### src/rtl/seq_mult_shift_add_pkg.sv
// Shared definitions for the sequential shift-add multiplier.
//   state_t      : controller states IDLE -> BUSY -> DONE -> IDLE
//   cnt_width()  : iteration counter width for a given operand width
//   prod_width() : product width for a given operand width
package seq_mult_shift_add_pkg;

  localparam int DEFAULT_WIDTH = 4;

  typedef enum logic [1:0] {
    IDLE = 2'd0,
    BUSY = 2'd1,
    DONE = 2'd2
  } state_t;

  // The counter only has to hold 0..w-1, so clog2(w) bits are enough.
  // The floor of 1 keeps the counter at least one bit wide.
  function automatic int cnt_width(input int w);
    return (w < 2) ? 1 : $clog2(w);
  endfunction

  function automatic int prod_width(input int w);
    return 2 * w;
  endfunction

endpackage

### src/rtl/mult_sign_adapter.sv
// Conditional two's-complement negate, used for two jobs:
//   - on an input operand, it turns a signed operand into its magnitude
//     (negate = is_signed & msb);
//   - on the result, it applies the final sign to the unsigned product.
// The most negative operand -2^(W-1) maps to itself. Read as unsigned,
// that bit pattern is exactly the magnitude 2^(W-1), so no extra bit is
// needed.
// Ports:
//   value  in  W  operand
//   negate in  1  1 = return -value, 0 = pass value through
//   result out W  value or its two's complement
module mult_sign_adapter #(
  parameter int W = 4
) (
  input  logic [W-1:0] value,
  input  logic         negate,
  output logic [W-1:0] result
);

  always_comb begin
    result = value;
    if (negate) begin
      result = W'(0) - value;
    end
  end

endmodule

### src/rtl/seq_mult_shift_add.sv
// Sequential shift-add multiplier: WIDTH x WIDTH -> 2*WIDTH.
// Operands are unsigned or two's complement; the mode is chosen for each
// operation. The core multiplies unsigned magnitudes over exactly WIDTH
// cycles and applies the sign when it loads the product.
// Only one operation is in flight at a time.
// Ports:
//   clk        in   1          rising-edge clock
//   reset      in   1          asynchronous, active-low reset
//   in_valid   in   1          A, B and is_signed are valid
//   in_ready   out  1          operands can be accepted (IDLE only)
//   A          in   WIDTH      multiplicand
//   B          in   WIDTH      multiplier
//   is_signed  in   1          1 = two's complement operands
//   out_valid  out  1          product valid, held until out_ready
//   out_ready  in   1          consumer takes the product
//   product    out  2*WIDTH    result, held until the next result loads
module seq_mult_shift_add
  import seq_mult_shift_add_pkg::*;
#(
  parameter int WIDTH = DEFAULT_WIDTH
) (
  input  logic                 clk,
  input  logic                 reset,
  input  logic                 in_valid,
  output logic                 in_ready,
  input  logic [WIDTH-1:0]     A,
  input  logic [WIDTH-1:0]     B,
  input  logic                 is_signed,
  output logic                 out_valid,
  input  logic                 out_ready,
  output logic [2*WIDTH-1:0]   product
);

  localparam int CNT_W  = cnt_width(WIDTH);
  localparam int PROD_W = prod_width(WIDTH);
  localparam logic [CNT_W-1:0] CNT_LAST = CNT_W'(WIDTH - 1);
  localparam logic [CNT_W-1:0] CNT_ONE  = CNT_W'(1);

  state_t             state;
  logic [CNT_W-1:0]   count;
  logic [WIDTH-1:0]   mcand;     // multiplicand magnitude
  logic [WIDTH-1:0]   mplr;      // multiplier, shifted out LSB-first
  logic [WIDTH-1:0]   acc;       // upper half of the running product
  logic               sign_neg;  // result must be negated

  logic [WIDTH-1:0]   a_mag;
  logic [WIDTH-1:0]   b_mag;
  logic [WIDTH-1:0]   addend;
  logic [WIDTH:0]     sum;
  logic [WIDTH-1:0]   acc_next;
  logic [WIDTH-1:0]   mplr_next;
  logic [PROD_W-1:0]  prod_mag;
  logic [PROD_W-1:0]  prod_final;

  mult_sign_adapter #(.W(WIDTH)) u_a_mag (
    .value  (A),
    .negate (is_signed & A[WIDTH-1]),
    .result (a_mag)
  );

  mult_sign_adapter #(.W(WIDTH)) u_b_mag (
    .value  (B),
    .negate (is_signed & B[WIDTH-1]),
    .result (b_mag)
  );

  // One shift-add step. The carry out of the WIDTH+1-bit sum becomes the
  // new top bit of acc. The bit leaving acc enters the top of mplr as the
  // multiplier's own LSB is shifted out. After WIDTH steps, {acc, mplr}
  // holds the full unsigned product.
  always_comb begin
    addend    = mplr[0] ? mcand : '0;
    sum       = {1'b0, acc} + {1'b0, addend};
    acc_next  = sum[WIDTH:1];
    mplr_next = {sum[0], mplr[WIDTH-1:1]};
    prod_mag  = {acc_next, mplr_next};
  end

  // The final step's result is negated on the way into the product
  // register. This puts out_valid exactly WIDTH edges after accept.
  mult_sign_adapter #(.W(PROD_W)) u_prod_sign (
    .value  (prod_mag),
    .negate (sign_neg),
    .result (prod_final)
  );

  always_ff @(posedge clk or negedge reset) begin
    if (!reset) begin
      state     <= IDLE;
      in_ready  <= 1'b1;
      out_valid <= 1'b0;
      product   <= '0;
      count     <= '0;
      mcand     <= '0;
      mplr      <= '0;
      acc       <= '0;
      sign_neg  <= 1'b0;
    end else begin
      unique case (state)
        IDLE: begin
          if (in_valid && in_ready) begin
            mcand    <= a_mag;
            mplr     <= b_mag;
            acc      <= '0;
            count    <= '0;
            sign_neg <= is_signed & (A[WIDTH-1] ^ B[WIDTH-1]);
            in_ready <= 1'b0;
            state    <= BUSY;
          end
        end
        BUSY: begin
          acc   <= acc_next;
          mplr  <= mplr_next;
          count <= count + CNT_ONE;
          if (count == CNT_LAST) begin
            product   <= prod_final;
            out_valid <= 1'b1;
            state     <= DONE;
          end
        end
        DONE: begin
          if (out_ready) begin
            out_valid <= 1'b0;
            in_ready  <= 1'b1;
            state     <= IDLE;
          end
        end
        default: begin
          out_valid <= 1'b0;
          in_ready  <= 1'b1;
          state     <= IDLE;
        end
      endcase
    end
  end

endmodule

### config.mk
export PLATFORM = sky130hd
export DESIGN_NAME = seq_mult_shift_add
export DESIGN_NICKNAME = d
export VERILOG_FILES = /design/src/rtl/seq_mult_shift_add_pkg.sv /design/src/rtl/mult_sign_adapter.sv /design/src/rtl/seq_mult_shift_add.sv
export SDC_FILE = /design/constraint.sdc
export NUM_CORES = 1
export LEC_CHECK = 0
export CORE_UTILIZATION = 65
export CTS_CLUSTER_DIAMETER = 200
export DETAILED_ROUTE_END_ITERATION = 6
export DONT_BUFFER_PORTS = 1
export GPL_ROUTABILITY_DRIVEN = 0
export PLACE_DENSITY = 0.79
export SLEW_MARGIN = 25
export SYNTH_ARGS = -nofsm -noshare
export SYNTH_HDL_FRONTEND = slang
export SYNTH_SLANG_ARGS = --single-unit
### constraint.sdc
create_clock -name clk -period 3.3 [get_ports clk]
set_input_delay 0.66 -clock clk [delete_from_list [all_inputs] [get_ports clk]]
set_output_delay 0.66 -clock clk [all_outputs]
set_load 0.005 [all_outputs]
# Word level (Yosys, flattened, before mapping)
# Cells that the tools add are included.
# word_totals
regBits	27
inputBits	13
out_inout_bits	10
# classes
add_sub_neg	5
n_eq_ne	6
n_mux	20
bitwise	6
n_reduce_logical	9
# ops
cell	count
two-way mux 4 bit	5
one-hot mux 4 bit (2 select lines)	2
AND reduction 3 bit	3
two-way mux 2 bit	4
two-way mux 8 bit	1
subtractor 1 x 4 -> 4 bit, first input constant	2
subtractor 1 x 8 -> 8 bit, first input constant	1
inequality test 2 bit, second input constant	3
one-hot mux 1 bit (3 select lines)	2
one-hot mux 2 bit (3 select lines)	1
AND reduction 2 bit	3
adder 4 x 4 -> 5 bit	1
equality test 2 bit, second input constant	2
two-way mux 1 bit	4
one-hot mux 2 bit (2 select lines)	1
bitwise AND 1 bit	3
adder 2 x 1 -> 2 bit, second input constant	1
equality test 2 x 1 -> 1 bit, second input constant	1
logical NOT 2 bit	1
NOT 1 bit	2
nonzero test 2 bit	1
logical AND 1 bit	1
bitwise XOR 1 bit	1

# Longest topological paths before layout
# Gate-level depths: netlist of run 1.
# logic_depth
ltp_word	4
mapped_depth	7

# Modules after synthesis
# From an unflattened synthesis of run 1, not the netlist that was laid out.
# unflattened
hier_cells	163
hier_area_um2	1639.1
# modules_own_cells
mod	n_inst	cells_per_inst	area_per_inst_um2	seq_area_each_um2
seq_mult_shift_add	1	122	1322.5	676.9
mult_sign_adapter (u_prod_sign)	1	21	171.4	0.0
mult_sign_adapter (u_a_mag ...)	2	10	72.6	0.0

# Worst setup path after synthesis of run 1
# OpenSTA, ideal clock, no wires.
# synth_path
path_kind	reg2reg
startpoint	register mplr[0]
endpoint	register product[6]
setup_time_ps	125
arrival_ps	2114
t_required_ps	3175
setup_slack_ps	1061
stages_incl_launch_ff	8
n_path_buf	0
synth_period_minus_slack_ps	2239
path_cell_list	dfrtp_1 > and2_1 > ha_1 > fa_1 > xor2_2 > o41ai_2 > xnor3_1 > mux2_2
# synth_between
elab_chain_cells	4
# synth_rtl
item	line_no	text
from (decl)	seq_mult_shift_add.sv:42	logic [WIDTH-1:0] mplr;
from (signal assigned)	seq_mult_shift_add.sv:103	mplr <= b_mag;
from (signal assigned)	seq_mult_shift_add.sv:113	mplr <= mplr_next;
two-way mux 4 bit *	seq_mult_shift_add.sv:72	addend = mplr[0] ? mcand : '0;
adder 4 x 4 -> 5 bit *	seq_mult_shift_add.sv:73	sum = {1'b0, acc} + {1'b0, addend};
subtractor 1 x 8 -> 8 bit	mult_sign_adapter.sv:23	result = W'(0) - value;
two-way mux 8 bit *	mult_sign_adapter.sv:22	if (negate) begin
to (signal assigned)	seq_mult_shift_add.sv:116	product <= prod_final;
to (decl)	seq_mult_shift_add.sv:31	output logic [2*WIDTH-1:0] product
# Mark *: on every way between the ends. The rest lies on a longest branch, timed or not.
# A chain may end at the register's enable or synchronous reset.

# Worst setup path in the final report of run 1
# Ends and elaborated chain as after synthesis.

==> results.py, run 1 <==
metrics = {
    "status": {
        "status": "complete, no violations",
    },
    "power": {
        "irDropWorstVdd_uv": 500,
        "leakagePower_nw": 0.760,
        "seq_power_share_pct": 48.3,
        "p_comb_share_pct": 38.6,
        "p_int_mw": 0.681,
        "cellPowerDensity_nw_per_um2": 715,
        "clockPowerShare_pct": 13.2,
        "power.switching_mw": 0.453,
        "switching_share_pct": 39.9,
    },
    "logic_synthesis": {
        "synth_seq_cells": 27,
        "ys.flop_type": "dfrtp_1",
        "yosysWarnings": 0,
        "yosys.area.top_type": "dfrtp_1",
        "synthArstFlopShare_pct": 100,
        "seq_area_frac_synth_pct": 44.3,
        "syn_area_um2": 1530,
        "synthSimpleGateAreaFrac_pct": 18.6,
        "syn-num-nets": 184,
        "synth-compound-area-share_pct": 16.0,
        "synth_edf_count": 0,
        "synth_top_family_by_area": "simple AND/OR/NAND/NOR gates",
        "avgSynthCellArea_um2": 9.42,
        "netlist_instances": 162,
        "synth-adder-area-share_pct": 7.87,
        "yosysTopAreaCellShare_pct": 42.6,
        "synth_cell_types": 40,
        "synth-xor-area-share_pct": 6.56,
        "ys_top_cells_by_area": "dfrtp_1 43%, nand2_1 7.1%, ha_1 6.6%, o21ai_0 6.2%, a21oi_1 2.3%",
        "muxShareOfSynthArea_pct": 2.70,
    },
    "timing": {
        "tightest_slew_ns": 0.610,
        "finalSetupViolCount": 0,
        "tns_ns": 0,
        "fin_skew_ns": 0.00157,
        "rsz0062_at_grt": "no",
        "maxClockFrequency_mhz": 422,
        "hold_violations": 0,
        "final_max_slew_viol_count": 0,
        "max-slew-margin-rel_pct": 59.2,
        "fin_crit_sh_pct": 71.7,
        "min_period_ns": 2.37,
    },
    "floorplanning": {
        "die_w_um": 50.5,
        "dieArea_um2": 2550,
        "rows": 17,
        "core_um2": 2210,
        "dieHeight_um": 50.5,
        "initial_core_util_pct": 69.0,
        "ios": 23,
    },
    "clock_network": {
        "insertion_delay_ns": 0.34,
        "cts_sinks": 27,
        "htree_levels": 1,
        "cts-root-buf": "clkbuf_4",
        "numCtsBuffers": 3,
        "cts.path.max_buffers": 2,
        "cts_tree": "done",
        "path_clk_slew_ns": 0.14,
    },
    "detailed_routing": {
        "drt_iter0_drc": 21,
        "first_pass_iters": 4,
        "routedWlPerCell_um": 15.7,
        "viasPerCell": 6.06,
        "wl_um": 2970,
        "post-route-drc-count": 0,
        "ant_nets": 0,
        "vias": 1145,
    },
    "setup_path": {
        "start_kind": "register",
        "cp_max_fo": 5,
        "r2r_setup_slack_ns": 0.93,
        "reg2reg_depth": 7,
        "cp_data_arrival_time_ns": 2.62,
        "critPathMaxStageDelay_ns": 0.44,
        "cp.required_ns": 3.55,
        "path_cells": "and2_1, ha_1, fa_1, xor2_2, o41ai_2, xnor3_1, mux2_2",
        "endpoint_kind": "register",
        "rr_startpoint": "mplr[0]",
        "critPathSlowestCell": "fa_1",
        "critPathKind": "register to register",
        "regToRegEndpoint": "product[6]",
    },
    "run": {
        "drv_cap": 0,
    },
    "global_route": {
        "grt_max_degree": 27,
        "antenna_found_initial": 0,
        "grt_pass1_vias": 1164,
        "grt_overflow": 0,
        "grt_usage_pct": 27.3,
        "grt_pass1_wl_um": 5020,
    },
    "placed_design": {
        "place.port_buffers": 0,
        "placedCellCount": 184,
        "dp_hpwl_um": 2200,
    },
    "final_layout": {
        "nNetsFinal": 184,
        "area_growth_syn_to_layout_pct": 3.93,
        "finalNonFillerCells": 189,
        "antenna_cells": 0,
        "drive_above_1_share_pct": 6.83,
    },
    "hold_path": {
        "min_path_type": "input pin to async pin",
    },
}
[cells in the mapped netlist (all sizes together) (5+ instances only)]
cell	number
ha	8
dfrtp	26
o21ai	19
a21oi	7
clkbuf	5
nand3	5
xor2	5
nor2	7
inv	8
and2	5
nand2	29
[worst max-delay path: cells and delay by family, from the launching register on]
family | cells | cell delay [ns]
AND/OR/NAND/NOR | 1 | 0.15
adder cells (fa/ha/maj) | 2 | 0.64
XOR/XNOR | 2 | 0.48
multiplexers | 1 | 0.26
AO/OA/AOI/OAI | 1 | 0.32
flip-flops | 1 | 0.43
[state kept, by name, summed over array words and instances, names as in the netlist]
| signal | cells |
|---|---|
| acc | 4 |
| sign_neg | 1 |
| out_valid | 1 |
| count | 2 |
| state | 2 |
| in_ready | 1 |
| mplr | 4 |
| product | 8 |
| mcand | 4 |
[power by group through the flow]
stage               Sequential (mW)  Combinational (mW)  Clock, mW
floorplan                     0.513               0.373          0
global placement              0.547               0.402          0
detailed placement            0.554               0.429          0
CTS                           0.547               0.439      0.152
global route                  0.565               0.496      0.165
finish                        0.547               0.438      0.149
[placed cells by master (no fill, tap or decap), drive strengths merged, types with 2 or more instances in the layout]
cell type,count
a21oi,7
a22oi,2
and2,5
buf,2
clkbuf,3
dfrtp,26
ha,8
inv,8
mux2i,3
nand2,29
nand2b,3
nand3,5
nor2,7
o211ai,2
o21ai,19
o31ai,3
xnor2,3
xor2,5
[through the flow]
| stage | instance area [µm²] | util, % | hold slack (ns) | power [mW] | setup slack [ns] |
|---|---|---|---|---|---|
| 6_report | 1590 | 71.7 | 0.104 | 1.13 | 0.933 |
| 5_1_grt | 1590 | 71.7 | 0.0876 | 1.23 | 0.866 |
| 4_1_cts | 1590 | 71.7 | 0.0985 | 1.14 | 0.930 |
| 3_5_place_dp | 1540 | 69.6 | 0.365 | 0.982 | 0.954 |
| 3_3_place_gp | 1540 | 69.6 | 0.365 | 0.949 | 1.01 |
| 2_1_floorplan | 1530 | - | 0.364 | 0.886 | 1.06 |
[worst max path at each step]
stage	start	endpoint	slack (ns)	cells after the start
finish	mplr[0]	product[6]	0.93	7
global route	mplr[0]	product[6]	0.87	7
CTS	mplr[0]	product[6]	0.93	7
detailed placement	mplr[0]	product[6]	0.95	7
global placement	mplr[0]	product[6]	1.01	7
floorplan	mplr[0]	product[6]	1.06	7
[timing repair]
| action | in CTS | in global routing |
|---|---|---|
| hold buffers | 1 | 0 |
| hold endpoints to repair | 26 | 0 |
| gates resized for setup | 0 | 0 |
| setup buffers | 0 | 0 |
[layout make-up]
cell class                 count  area, µm²
multi-input combinational    120        790
sequential                    27        677
fill                         174        626
tap                           28       35.0
inverter                       8       30.0
timing repair buffer           2       27.5
clock buffer                   3       22.5
clock inverter                 1       5.00
[layer usage]
layer | share of wire (%) | track usage [%]
met5 | 0 | 0
met4 | 1.7 | 14.8
met3 | 6.2 | 6.67
met2 | 48 | 41.6
met1 | 44 | 35.9
[logic make-up after synthesis]
group / count (synthesis)
AND/OR/NAND/NOR: 59
AO/OA/AOI/OAI: 39
flip-flops: 27
buffers and inverters: 15
XOR/XNOR: 9
adder cells (fa/ha/maj): 9
multiplexers: 4
No activity file was read; power rests on OpenSTA's default activity.
==> run 2, diff against run 1 <==
- CORE_UTILIZATION: 65 -> 62
- PLACE_DENSITY: 0.79 -> 0.76
- clock period: 3.3 -> 2.5 ns (I/O delays scaled with it)
==> results.py, run 2 (synthesized netlist as in run 1, its figures left out) <==
metrics = {
    "clock_network": {
        "ctsResizeCount": 0,
        "cts_sinks": 27,
        "numCtsBuffers": 3,
        "cts.path.max_buffers": 2,
        "path_clk_slew_ns": 0.15,
        "htree_levels": 1,
        "cts-root-buf": "clkbuf_4",
        "insertion_delay_ns": 0.32,
        "cts_setup_buffers": 0,
        "cts_tree": "done",
    },
    "timing": {
        "rsz0062_at_grt": "no",
        "tns_ns": 0,
        "fin_ws_ns": 0.114,
        "final_max_slew_viol_count": 0,
        "max-slew-margin-rel_pct": 73.9,
        "maxClockFrequency_mhz": 419,
        "min_period_ns": 2.39,
        "hold_violations": 0,
        "fin_crit_sh_pct": 95.5,
        "finalSetupViolCount": 0,
        "tightest_slew_ns": 0.388,
        "fin_skew_ns": 0.0101,
    },
    "power": {
        "leakagePower_nw": 0.771,
        "irDropWorstVdd_uv": 529,
        "cellPowerDensity_nw_per_um2": 934,
    },
    "hold_path": {
        "hold_depth": 2,
        "min_path_type": "input pin to register",
        "hp-start": "A[3]",
        "holdPathEnd": "mcand[3]",
    },
    "detailed_routing": {
        "viasPerCell": 6.03,
        "first_pass_iters": 4,
        "post-route-drc-count": 0,
        "drt_iter0_drc": 13,
        "routedWlPerCell_um": 15.3,
        "wl_met2_um": 1440,
        "vias": 1157,
        "met3_length_um": 97,
        "wl_um": 2940,
        "highest_layer": "met4",
        "met1_length_um": 1380,
        "ant_nets": 0,
    },
    "final_layout": {
        "fin_util_pct": 70.8,
        "largest-register": "product",
        "area_growth_syn_to_layout_pct": 5.49,
        "finalInstanceArea_um2": 1610,
        "nNetsFinal": 187,
        "drive_above_1_share_pct": 7.32,
        "antenna_cells": 0,
        "layout_common_cells": "29 x nand2_1, 26 x dfrtp_1, 19 x o21ai_0",
        "layout_commonest_cell": "nand2_1",
        "largest_reg_flops": 8,
    },
    "setup_path": {
        "r2r_setup_slack_ns": 0.11,
        "cp.required_ns": 2.73,
        "cp_data_arrival_time_ns": 2.61,
        "reg2reg_depth": 7,
        "rr_startpoint": "mplr[0]",
        "cp_max_fo": 5,
        "start_kind": "register",
        "regToRegEndpoint": "product[6]",
        "critPathKind": "register to register",
        "endpoint_kind": "register",
    },
    "global_route": {
        "grt_max_degree": 27,
        "grt_pass1_vias": 1223,
        "antenna_found_initial": 0,
        "grt_pass1_wl_um": 5230,
        "grt_usage_pct": 26.2,
        "grt_overflow": 0,
    },
    "floorplanning": {
        "core_um2": 2280,
        "die_w_um": 51.6,
        "dieHeight_um": 51.6,
        "dieArea_um2": 2660,
        "ios": 23,
        "rows": 17,
        "initial_core_util_pct": 67.1,
    },
    "status": {
        "status": "complete, no violations",
    },
    "placed_design": {
        "dp_hpwl_um": 2250,
        "placed_area_um2": 1550,
        "dp_slack_ns": 0.133,
        "place.port_buffers": 0,
    },
    "run": {
        "drv_cap": 0,
    },
}
run 2: worst max-delay path, stage by stage (launching register included):
cell	delay, ns
dfrtp_1	0.43
and2_1	0.15
ha_1	0.20
fa_1	0.43
xor2_2	0.23
o41ai_2	0.31
xnor3_1	0.26
mux2_2	0.27
run 2: report_power, final:
group | switching [mW] | internal (mW)
clock | 0.129 | 0.0624
combinational | 0.330 | 0.259
sequential | 0.135 | 0.590
run 2: how the worst max path moves through the flow:
stage                 start         end  slack [ns]  depth (start not counted)
floorplan           mplr[0]  product[6]        0.26                          7
global placement    mplr[0]  product[6]        0.21                          7
detailed placement  mplr[0]  product[6]        0.13                          7
CTS                 mplr[0]  product[6]        0.11                          7
global route        mplr[0]  product[6]        0.05                          7
finish              mplr[0]  product[6]        0.11                          7
run 2: final cells by class:
cell class / count / area [µm²]
Tap cell: 28 / 35.0
Fill cell: 196 / 666
Clock buffer: 4 / 26.3
Sequential cell: 27 / 677
Timing Repair Buffer: 5 / 52.6
Inverter: 8 / 30.0
Multi-Input combinational cell: 120 / 790
run 2: stage by stage:
stage,hold WS (ns),power [mW],instances
floorplan,0.204,1.17,162
global placement,0.205,1.27,186
detailed placement,0.205,1.31,186
CTS,0.292,1.51,192
global route,0.307,1.64,192
finish,0.288,1.50,192
run 2: per-layer routing:
layer | up-vias | global-route usage [%]
li1 | 564 | -
met1 | 559 | 35.3
met2 | 30 | 43.7
met3 | 4 | 3.22
met4 | 0 | 8.56
met5 | - | 0
run 2: repair_timing:
action                                  CTS  global route
hold buffers                              2             0
endpoints found under the hold margin    26             0
endpoints found under the setup margin    0             0
==> run 3, diff against run 2 <==
- GPL_TIMING_DRIVEN: unset -> 0
==> results.py, run 3 (synthesized netlist as in run 1, its figures left out) <==
metrics = {
    "detailed_routing": {
        "viasPerCell": 6.02,
        "routedWlPerCell_um": 14.9,
        "drt_iter0_drc": 42,
        "first_pass_iters": 4,
        "vias": 1197,
        "post-route-drc-count": 0,
        "wl_um": 2970,
        "ant_nets": 0,
    },
    "power": {
        "switching_share_pct": 39.1,
        "power.switching_mw": 0.596,
        "leakagePower_nw": 0.791,
        "clockPowerShare_pct": 12.6,
        "seq_power_share_pct": 45.3,
        "power_mw": 1.53,
        "p_int_mw": 0.930,
        "cellPowerDensity_nw_per_um2": 930,
        "p_comb_share_pct": 42.1,
        "irDropWorstVdd_uv": 632,
    },
    "placed_design": {
        "placedCellCount": 190,
        "place.port_buffers": 0,
        "placed_area_um2": 1560,
        "dp_hpwl_um": 2270,
    },
    "floorplanning": {
        "dieHeight_um": 51.6,
        "rows": 17,
        "core_um2": 2280,
        "ios": 23,
        "initial_core_util_pct": 67.1,
        "die_w_um": 51.6,
        "dieArea_um2": 2660,
    },
    "run": {
        "drv_cap": 0,
    },
    "global_route": {
        "grt_overflow": 0,
        "grt_max_degree": 28,
        "grt_usage_pct": 25.4,
        "grt_pass1_vias": 1178,
        "antenna_found_initial": 0,
        "grt_pass1_wl_um": 4970,
    },
    "final_layout": {
        "largest-register": "product",
        "nNetsFinal": 194,
        "finalInstanceArea_um2": 1640,
        "largest_reg_flops": 8,
        "fin_util_pct": 72.1,
        "drive_above_1_share_pct": 9.36,
        "layout_commonest_cell": "nand2_1",
        "multi_input_area_um2": 790,
        "antenna_cells": 0,
        "layout_common_cells": "29 x nand2_1, 26 x dfrtp_1, 19 x o21ai_0",
        "area_growth_syn_to_layout_pct": 7.54,
        "fillers": 175,
        "finalNonFillerCells": 199,
        "regArea_um2": 677,
    },
    "timing": {
        "hold_violations": 0,
        "maxClockFrequency_mhz": 416,
        "final_max_slew_viol_count": 0,
        "max-slew-margin-rel_pct": 72.1,
        "finalSetupViolCount": 0,
        "fin_crit_sh_pct": 96.2,
        "tns_ns": 0,
        "tightest_slew_ns": 0.415,
        "min_period_ns": 2.41,
        "rsz0062_at_grt": "no",
        "fin_skew_ns": 0.00614,
    },
    "setup_path": {
        "cp.required_ns": 2.74,
        "critPathKind": "register to register",
        "critPathMaxStageDelay_ns": 0.46,
        "start_kind": "register",
        "cp_max_fo": 4,
        "path_cells": "buf_4, and2_1, fa_1, xor2_2, o41ai_2, xnor3_1, mux2_2",
        "path_buf_inv": 1,
        "endpoint_kind": "register",
        "crit_family": "XOR/XNOR gates",
        "cp_data_arrival_time_ns": 2.64,
        "critPathSlowestCell": "fa_1",
    },
    "clock_network": {
        "cts-root-buf": "clkbuf_4",
        "numCtsBuffers": 3,
        "cts.path.max_buffers": 2,
        "cts_tree": "done",
        "path_clk_slew_ns": 0.15,
        "insertion_delay_ns": 0.33,
        "htree_levels": 1,
        "cts_sinks": 27,
        "ctsResizeCount": 0,
    },
    "status": {
        "status": "complete, no violations",
    },
    "hold_path": {
        "min_path_type": "input pin to register",
    },
}
run 3: metal layers:
metal  global-route usage [%]  wire length (µm)
met3                     3.80               203
met5                        0                 0
met1                     31.9              1240
met2                     43.5              1450
met4                     10.4                80
run 3: final cells by class:
type	instances	share of cell area (%)
Timing Repair Buffer	5	3.20
Clock inverter	1	0.305
Sequential cell	27	41.2
Clock buffer	3	1.37
Inverter	8	1.83
Buffer	7	1.83
Multi-Input combinational cell	120	48.1
Tap cell	28	2.13
run 3: path summary, 6_finish.rpt:
| path | start | end | slack (ns) | cells past startpoint |
|---|---|---|---|---|
| setup / recovery | mplr[0] | product[6] | 0.09 | 7 |
| hold / removal | A[3] | mcand[3] | 0.29 | 2 |
| setup reg to reg | mplr[0] | product[6] | 0.09 | 7 |
| hold reg to reg | mcand[3] | mcand[3] | 0.49 | 2 |
| max in group asynchronous | reset | in_ready | 1.69 | 2 |
| min in group asynchronous | reset | product[0] | 0.58 | 2 |
run 3: power groups by stage:
stage / registers (mW) / logic [mW] / clock network [mW]
2_1_floorplan: 0.678 / 0.492 / 0
3_3_place_gp: 0.695 / 0.573 / 0
3_5_place_dp: 0.705 / 0.601 / 0
6_report: 0.692 / 0.642 / 0.192
4_1_cts: 0.694 / 0.620 / 0.195
5_1_grt: 0.712 / 0.731 / 0.212
run 3: worst register-to-register path: stages (launching register included):
cell     delay [ns]
dfrtp_1        0.43
buf_4          0.15
and2_1         0.18
fa_1           0.46
xor2_2         0.23
o41ai_2        0.32
xnor3_1        0.28
mux2_2         0.27
run 3: stage by stage:
stage | setup slack [ns] | hold slack, ns
global route | 0.00325 | 0.303
finish | 0.0940 | 0.288
floorplan | 0.261 | 0.204
detailed placement | 0.0980 | 0.205
CTS | 0.0596 | 0.290
global placement | 0.116 | 0.205
run 3: what timing repair did:
action,in CTS,in global routing
setup endpoints to repair,0,1
buffers inserted,0,3
hold buffers,2,0
hold endpoints to repair,27,0
